==> src/rtl/uart_rx.sv <==
// uart_rx: 8N1 UART receiver, oversampled by b_tick at OVERSAMPLE x baud.
// Optional build macro: UART_RX_MAJORITY_EN (2-of-3 majority voting per sample).
module uart_rx #(
   parameter int unsigned OVERSAMPLE = 16,
   parameter int unsigned DATA_BITS  = 8
) (
   input  logic                 clk,
   input  logic                 reset,
   input  logic                 b_tick,
   input  logic                 rx,
   output logic [DATA_BITS-1:0] rx_data,
   output logic                 rx_done,
   output logic                 rx_busy,
   output logic                 frame_err
);

   localparam int unsigned TICK_W = (OVERSAMPLE > 1) ? $clog2(OVERSAMPLE) : 1;
   localparam int unsigned BIT_W  = (DATA_BITS > 1) ? $clog2(DATA_BITS) : 1;
   localparam logic [TICK_W-1:0] START_D  = TICK_W'(OVERSAMPLE / 2 - 1);
   localparam logic [TICK_W-1:0] BIT_D    = TICK_W'(OVERSAMPLE - 1);
   localparam logic [BIT_W-1:0]  LAST_BIT = BIT_W'(DATA_BITS - 1);

   typedef enum logic [1:0] {
      S_IDLE,
      S_START,
      S_DATA,
      S_STOP
   } state_t;

   state_t                state, state_n;
   logic                  rx_q1, rx_s;
   logic [TICK_W-1:0]     tick_cnt, tick_n;
   logic [BIT_W-1:0]      bit_cnt, bit_n;
   logic [DATA_BITS-1:0]  shreg, shreg_n;
   logic                  armed, armed_n;
   logic [DATA_BITS-1:0]  rx_data_n;
   logic                  done_n, busy_n, ferr_n;
   logic                  sample_c;

   // Two-flop synchronizer for the asynchronous serial line
   always_ff @(posedge clk) begin
      if (reset) begin
         rx_q1 <= 1'b1;
         rx_s  <= 1'b1;
      end else begin
         rx_q1 <= rx;
         rx_s  <= rx_q1;
      end
   end

`ifdef UART_RX_MAJORITY_EN
   logic [1:0] hist;

   // Keep rx_s from the two preceding ticks (D-2, D-1) for the vote at D
   always_ff @(posedge clk) begin
      if (reset) begin
         hist <= 2'b11;
      end else if (b_tick) begin
         hist <= {hist[0], rx_s};
      end
   end

   assign sample_c = (hist[1] & hist[0]) | (hist[1] & rx_s) | (hist[0] & rx_s);
`else
   assign sample_c = rx_s;
`endif

   // State and datapath registers, outputs registered alongside
   always_ff @(posedge clk) begin
      if (reset) begin
         state     <= S_IDLE;
         tick_cnt  <= '0;
         bit_cnt   <= '0;
         shreg     <= '0;
         armed     <= 1'b1;
         rx_data   <= '0;
         rx_done   <= 1'b0;
         rx_busy   <= 1'b0;
         frame_err <= 1'b0;
      end else begin
         state     <= state_n;
         tick_cnt  <= tick_n;
         bit_cnt   <= bit_n;
         shreg     <= shreg_n;
         armed     <= armed_n;
         rx_data   <= rx_data_n;
         rx_done   <= done_n;
         rx_busy   <= busy_n;
         frame_err <= ferr_n;
      end
   end

   // Next-state and next-output logic; counters only move on b_tick
   always_comb begin
      state_n   = state;
      tick_n    = tick_cnt;
      bit_n     = bit_cnt;
      shreg_n   = shreg;
      armed_n   = armed;
      rx_data_n = rx_data;
      done_n    = 1'b0;
      ferr_n    = frame_err;

      unique case (state)
         S_IDLE: begin
            // A tick coinciding with start entry is intentionally not counted
            if (armed && !rx_s) begin
               state_n = S_START;
               tick_n  = '0;
            end else if (rx_s) begin
               armed_n = 1'b1;
            end
         end
         S_START: begin
            if (b_tick) begin
               if (tick_cnt == START_D) begin
                  tick_n = '0;
                  if (sample_c) begin
                     state_n = S_IDLE;
                  end else begin
                     state_n = S_DATA;
                     bit_n   = '0;
                  end
               end else begin
                  tick_n = tick_cnt + TICK_W'(1);
               end
            end
         end
         S_DATA: begin
            if (b_tick) begin
               if (tick_cnt == BIT_D) begin
                  tick_n  = '0;
                  shreg_n = {sample_c, shreg[DATA_BITS-1:1]};
                  if (bit_cnt == LAST_BIT) begin
                     state_n = S_STOP;
                     bit_n   = '0;
                  end else begin
                     bit_n = bit_cnt + BIT_W'(1);
                  end
               end else begin
                  tick_n = tick_cnt + TICK_W'(1);
               end
            end
         end
         S_STOP: begin
            // Leaving at the stop centre gives half a bit of margin for back-to-back frames
            if (b_tick) begin
               if (tick_cnt == BIT_D) begin
                  tick_n    = '0;
                  state_n   = S_IDLE;
                  rx_data_n = shreg;
                  done_n    = 1'b1;
                  ferr_n    = ~sample_c;
                  armed_n   = sample_c;
               end else begin
                  tick_n = tick_cnt + TICK_W'(1);
               end
            end
         end
         default: begin
            state_n = S_IDLE;
         end
      endcase

      busy_n = (state_n != S_IDLE);
   end

endmodule
==> config.mk <==
export PLATFORM = sky130hd
export DESIGN_NAME = uart_rx
export DESIGN_NICKNAME = d
export VERILOG_FILES = /design/src/rtl/uart_rx.sv
export SDC_FILE = /design/constraint.sdc
export NUM_CORES = 1
export LEC_CHECK = 0
export CORE_ASPECT_RATIO = 1.1
export CORE_UTILIZATION = 40
export CTS_BUF_LIST = sky130_fd_sc_hd__clkbuf_8
export CTS_CLUSTER_SIZE = 40
export DETAILED_ROUTE_END_ITERATION = 10
export DONT_BUFFER_PORTS = 1
export SYNTH_ARGS = -nofsm -noshare
export SYNTH_HDL_FRONTEND = slang
export SYNTH_SLANG_ARGS = --single-unit
==> constraint.sdc <==
create_clock -name clk -period 2.9 [get_ports clk]
set_input_delay 0.145 -clock clk [delete_from_list [all_inputs] [get_ports clk]]
set_output_delay 0.145 -clock clk [all_outputs]
set_load 0.02 [all_outputs]
# After elaboration in Yosys (flattened, before gate mapping)
# Cells that the tools add are included.
# W data, S select, Z words.
[classes]
add_sub_neg = 2
mul = 0
div = 0
order_cmp = 0
eq_ne = 17
n_shift = 0
n_mux = 29
bitwise = 3
reduce_logical = 13
[ops]
columns = ["op", "count"]
rows = [
  ["$mux W4", 5],
  ["$ne A2 B2 Y1 const B", 10],
  ["$mux W2", 9],
  ["$mux W3", 6],
  ["$pmux W4 S3", 1],
  ["$reduce_and A3 Y1", 3],
  ["$pmux W2 S4", 1],
  ["$pmux W3 S2", 1],
  ["$reduce_and A6 Y1", 1],
  ["$reduce_bool A2 Y1", 3],
  ["$mux W1", 5],
  ["$reduce_and A5 Y1", 1],
  ["$add A4 B1 Y4 const B", 1],
  ["$eq A2 B2 Y1 const B", 2],
  ["$eq A4 B3 Y1 const B", 1],
  ["$eq A4 B4 Y1 const B", 1],
  ["$add A3 B1 Y3 const B", 1],
  ["$eq A3 B3 Y1 const B", 1],
  ["$not A1 Y1", 3],
  ["$reduce_or A3 Y1", 1],
  ["$eq A2 B1 Y1 const B", 1],
  ["$logic_not A2 Y1", 1],
  ["$ne A2 B1 Y1 const B", 1],
  ["$pmux W1 S2", 1],
  ["3 further kinds", 3],
]
[word_totals]
regBits = 31
latch_bits = 0
ram_bits = 0
romBits = 0
output_inout_bits = 11
word_cells = 75
n_memories = 0

# Longest topological paths before layout
[logic_depth]
depth_word = 6
depth_mapped = 6
mapped_depth_nobuf = 5

# Least setup slack after synthesis
# Ideal clock, no wire load.
[synth_path]
path_type = "flip-flop to flip-flop"
start = "reg tick_cnt[0]"
end = "reg shreg[0]"
t_arrival_ns = 1.378
required_ns = 2.772
setup_slack_ns = 1.394
stages_incl_launch_ff = 7
synth_period_minus_slack_ns = 1.506
path_cell_list = "dfxtp_1 -> ha_1 -> and4_2 -> and2_1 -> buf_2 -> mux2i_1 -> nor2_1"
[synth_via]
elab_chain_cells = 2
[synth_lines]
columns = ["element", "line_no", "rtl"]
rows = [
  ["start: declaration", "32", "logic [TICK_W-1:0] tick_cnt, tick_n;"],
  ["start signal: assignment", "82", "tick_cnt <= tick_n;"],
  ["$eq A4 B4 Y1", "131", "if (tick_cnt == BIT_D) begin"],
  ["$reduce_and A3 Y1 (no line)", "-", ""],
  ["end signal: assignment", "84", "shreg <= shreg_n;"],
  ["end: declaration", "34", "logic [DATA_BITS-1:0] shreg, shreg_n;"],
]
# No other way between the ends.
# A chain may end at the register's enable or synchronous reset.

# Final worst setup path
[layout_path]
start = "reg tick_cnt[0]"
end = "reg shreg[5]"
# Same word-level chain as after synthesis.

==> flow_summary.json <==
{
  "met1_length_microns": 1050,
  "worst_pin_slew_ps": 1060,
  "grt_pass1_vias": 776,
  "top_layer_used": "met4",
  "ys_ff_latch": 31,
  "syn2layout_area_growth_pct": 10.4,
  "cts_resized": 0,
  "clockBufferDepth": 2,
  "synthFlopType": "dfxtp_1",
  "die_x_microns": 55.7,
  "die_y_microns": 61.0,
  "ys_seq_area_share_pct": 49.0,
  "ys.warnings.count": 0,
  "worstSetupPathType": "reg2reg",
  "fp.coreArea_sq_um": 3020,
  "p_leak_nw": 0.498,
  "synth_edf_count": 0,
  "finalCritPeriodShare_pct": 59.9,
  "cts_hold_buf": 2,
  "synth.avg_cell_area_sq_um": 9.18,
  "gp_congestion": 0.831,
  "ir_drop_mv": 0.367,
  "power_switching_w": 0.000172,
  "ys_async_sr_fraction_pct": 0,
  "rows": 21,
  "relSlewSlack_pct": 29.0,
  "swShare_pct": 19.4,
  "hp-class": "in2reg",
  "p_int_w": 0.000715,
  "grt_usage_pct": 14.3,
  "cp-end-kind": "flip-flop",
  "cts_setup_buffers": 0,
  "fin_util_pct": 46.3,
  "clock_sinks": 31,
  "cts-root-buf": "clkbuf_8",
  "start_kind": "flip-flop",
  "arrival_ps": 1860,
  "rsz0062_at_grt": "false",
  "final_common_cell": "dfxtp_1",
  "comb_power_share_pct": 2.1,
  "synth_fp_nets": 145,
  "grt_max_degree": 31,
  "p_clk_share_pct": 49.0,
  "portBuffers": 0,
  "first_iter_violations": 27,
  "max_freq_ghz": 0.575,
  "dieArea_sq_um": 3400,
  "ff2ff_path_depth": 5,
  "drt-pass1-iter-count": 4,
  "final_hold_viol_count": 0,
  "pwr_density_cell_nw_per_um2": 634,
  "avgViaCountPerCell": 5.22,
  "numCtsBuffers": 5,
  "layout_min_cycle_time_ps": 1740,
  "pin_count": 15,
  "crit_fanout": 8,
  "final_cell_mix": "31 x dfxtp_1, 21 x nand2_1, 16 x nor2_1",
  "grt_pass1_wl_microns": 3590,
  "synth_area_sq_um": 1270,
  "grt-ovfl-total": 0,
  "path_clk_slew_ps": 60,
  "outcome": "completed",
  "cts.htree.levels": 2,
  "maxSlewViolCount": 0,
  "antenna_found_initial": 0,
  "cts_tree": "yes",
  "postRouteAntennaNets": 0,
  "nNetsFinal": 146,
  "wire_per_inst_microns": 12.6,
  "p_seq_share_pct": 48.9,
  "drt_wl_total_microns": 2190,
  "netlist_instances": 138,
  "drive_gt1_share_pct": 12.9,
  "finClkSkew_ps": 4.80,
  "hold_slack_ps": 104,
  "clk_latency_ps": 280,
  "maxCapViolCount": 0,
  "drc": 0,
  "ys_types": 33,
  "wl_met3_microns": 99,
  "finalSetupTns_ps": 0,
  "vias": 908,
  "wl_met2_microns": 1020,
  "initial_core_util_pct": 41.9,
  "holdPathStages": 3,
  "setup_violations": 0,
  "cp_data_required_time_ps": 3020,
  "dpl.hpwl_microns": 1440,
  "antennaDiodeCount": 0
}
-- worst paths after layout --
check | slack [ps] | to | from
max | 1160 | shreg[5]$_SDFFE_PP0P_ | tick_cnt[0]$_SDFFE_PP0P_
min reg2reg | 410 | rx_s$_SDFF_PP1_ | rx_q1$_SDFF_PP1_
max reg2reg | 1160 | shreg[5]$_SDFFE_PP0P_ | tick_cnt[0]$_SDFFE_PP0P_
min | 100 | tick_cnt[2]$_SDFFE_PP0P_ | b_tick
-- power by group through the flow --
stage | clock (W) | sequential (W) | combinational, W
global placement | 0 | 0.000444 | 0.0000107
global route | 0.000464 | 0.000434 | 0.0000209
detailed placement | 0 | 0.000444 | 0.0000111
floorplan | 0 | 0.000441 | 0.0000160
CTS | 0.000448 | 0.000434 | 0.0000192
finish | 0.000434 | 0.000434 | 0.0000190
-- cell usage after synthesis (all sizes together) (2+ instances only) --
cell,instances,share of area (%)
or2,3,1.5
or4,2,1.2
nand2,21,6.2
mux2i,9,7.1
nor2,16,4.7
and2,3,1.8
inv,2,0.59
nand3,3,1.2
clkbuf,3,0.89
a21oi,14,5.5
and3,2,0.99
a31oi,3,1.5
dfxtp,31,49
buf,5,3.0
a211oi,2,1.2
o21ai,5,2.3
ha,3,3.0
-- worst max-delay path, stage by stage (launching register included) --
cell	delay [ps]
dfxtp_1	360
ha_1	230
and4_2	280
and2_1	420
mux2i_1	230
nor2_1	60
-- flip-flops by register name (all words and copies together), names as in the netlist --
signal / cells
rx_data: 8
shreg: 8
tick_cnt: 4
bit_cnt: 3
state: 2
armed: 1
frame_err: 1
rx_busy: 1
rx_done: 1
rx_q1: 1
rx_s: 1
-- metrics by stage --
| step | setup WS [ps] | power [W] | area [sq um] | instances |
|---|---|---|---|---|
| finish | 1160 | 0.000887 | 1400 | 174 |
| CTS | 1150 | 0.000901 | 1400 | 174 |
| detailed placement | 1210 | 0.000455 | 1260 | 164 |
| global route | 1010 | 0.000919 | 1400 | 174 |
| global placement | 1230 | 0.000454 | 1260 | 164 |
| floorplan | 1390 | 0.000457 | 1270 | 138 |
-- logic make-up (layout without fill, tap and decap cells) --
group	count (synthesis)	after routing	synth area share [%]
simple gates	57	57	23.3
flops	31	31	49.0
compound gates	27	27	12.5
buf+inv	10	12	4.44
mux	9	9	7.11
fa+ha+maj	3	3	2.96
xor+xnor	1	1	0.691
-- routing by layer --
layer / GRT usage (%) / vias to the layer above
li1: - / 470
met1: 18.0 / 418
met2: 21.3 / 18
met3: 4.62 / 2
met4: 9.64 / 0
met5: 0 / -
-- cell type report --
cell class,count,area [sq um]
clock buffers,6,82.6
clock inverters,2,35.0
fillers,292,1620
inverters,2,7.51
multi-input cells,97,591
flip-flops and latches,31,621
well taps,34,42.5
repair buffers,2,20.0
(Power assumes the default switching activity.)
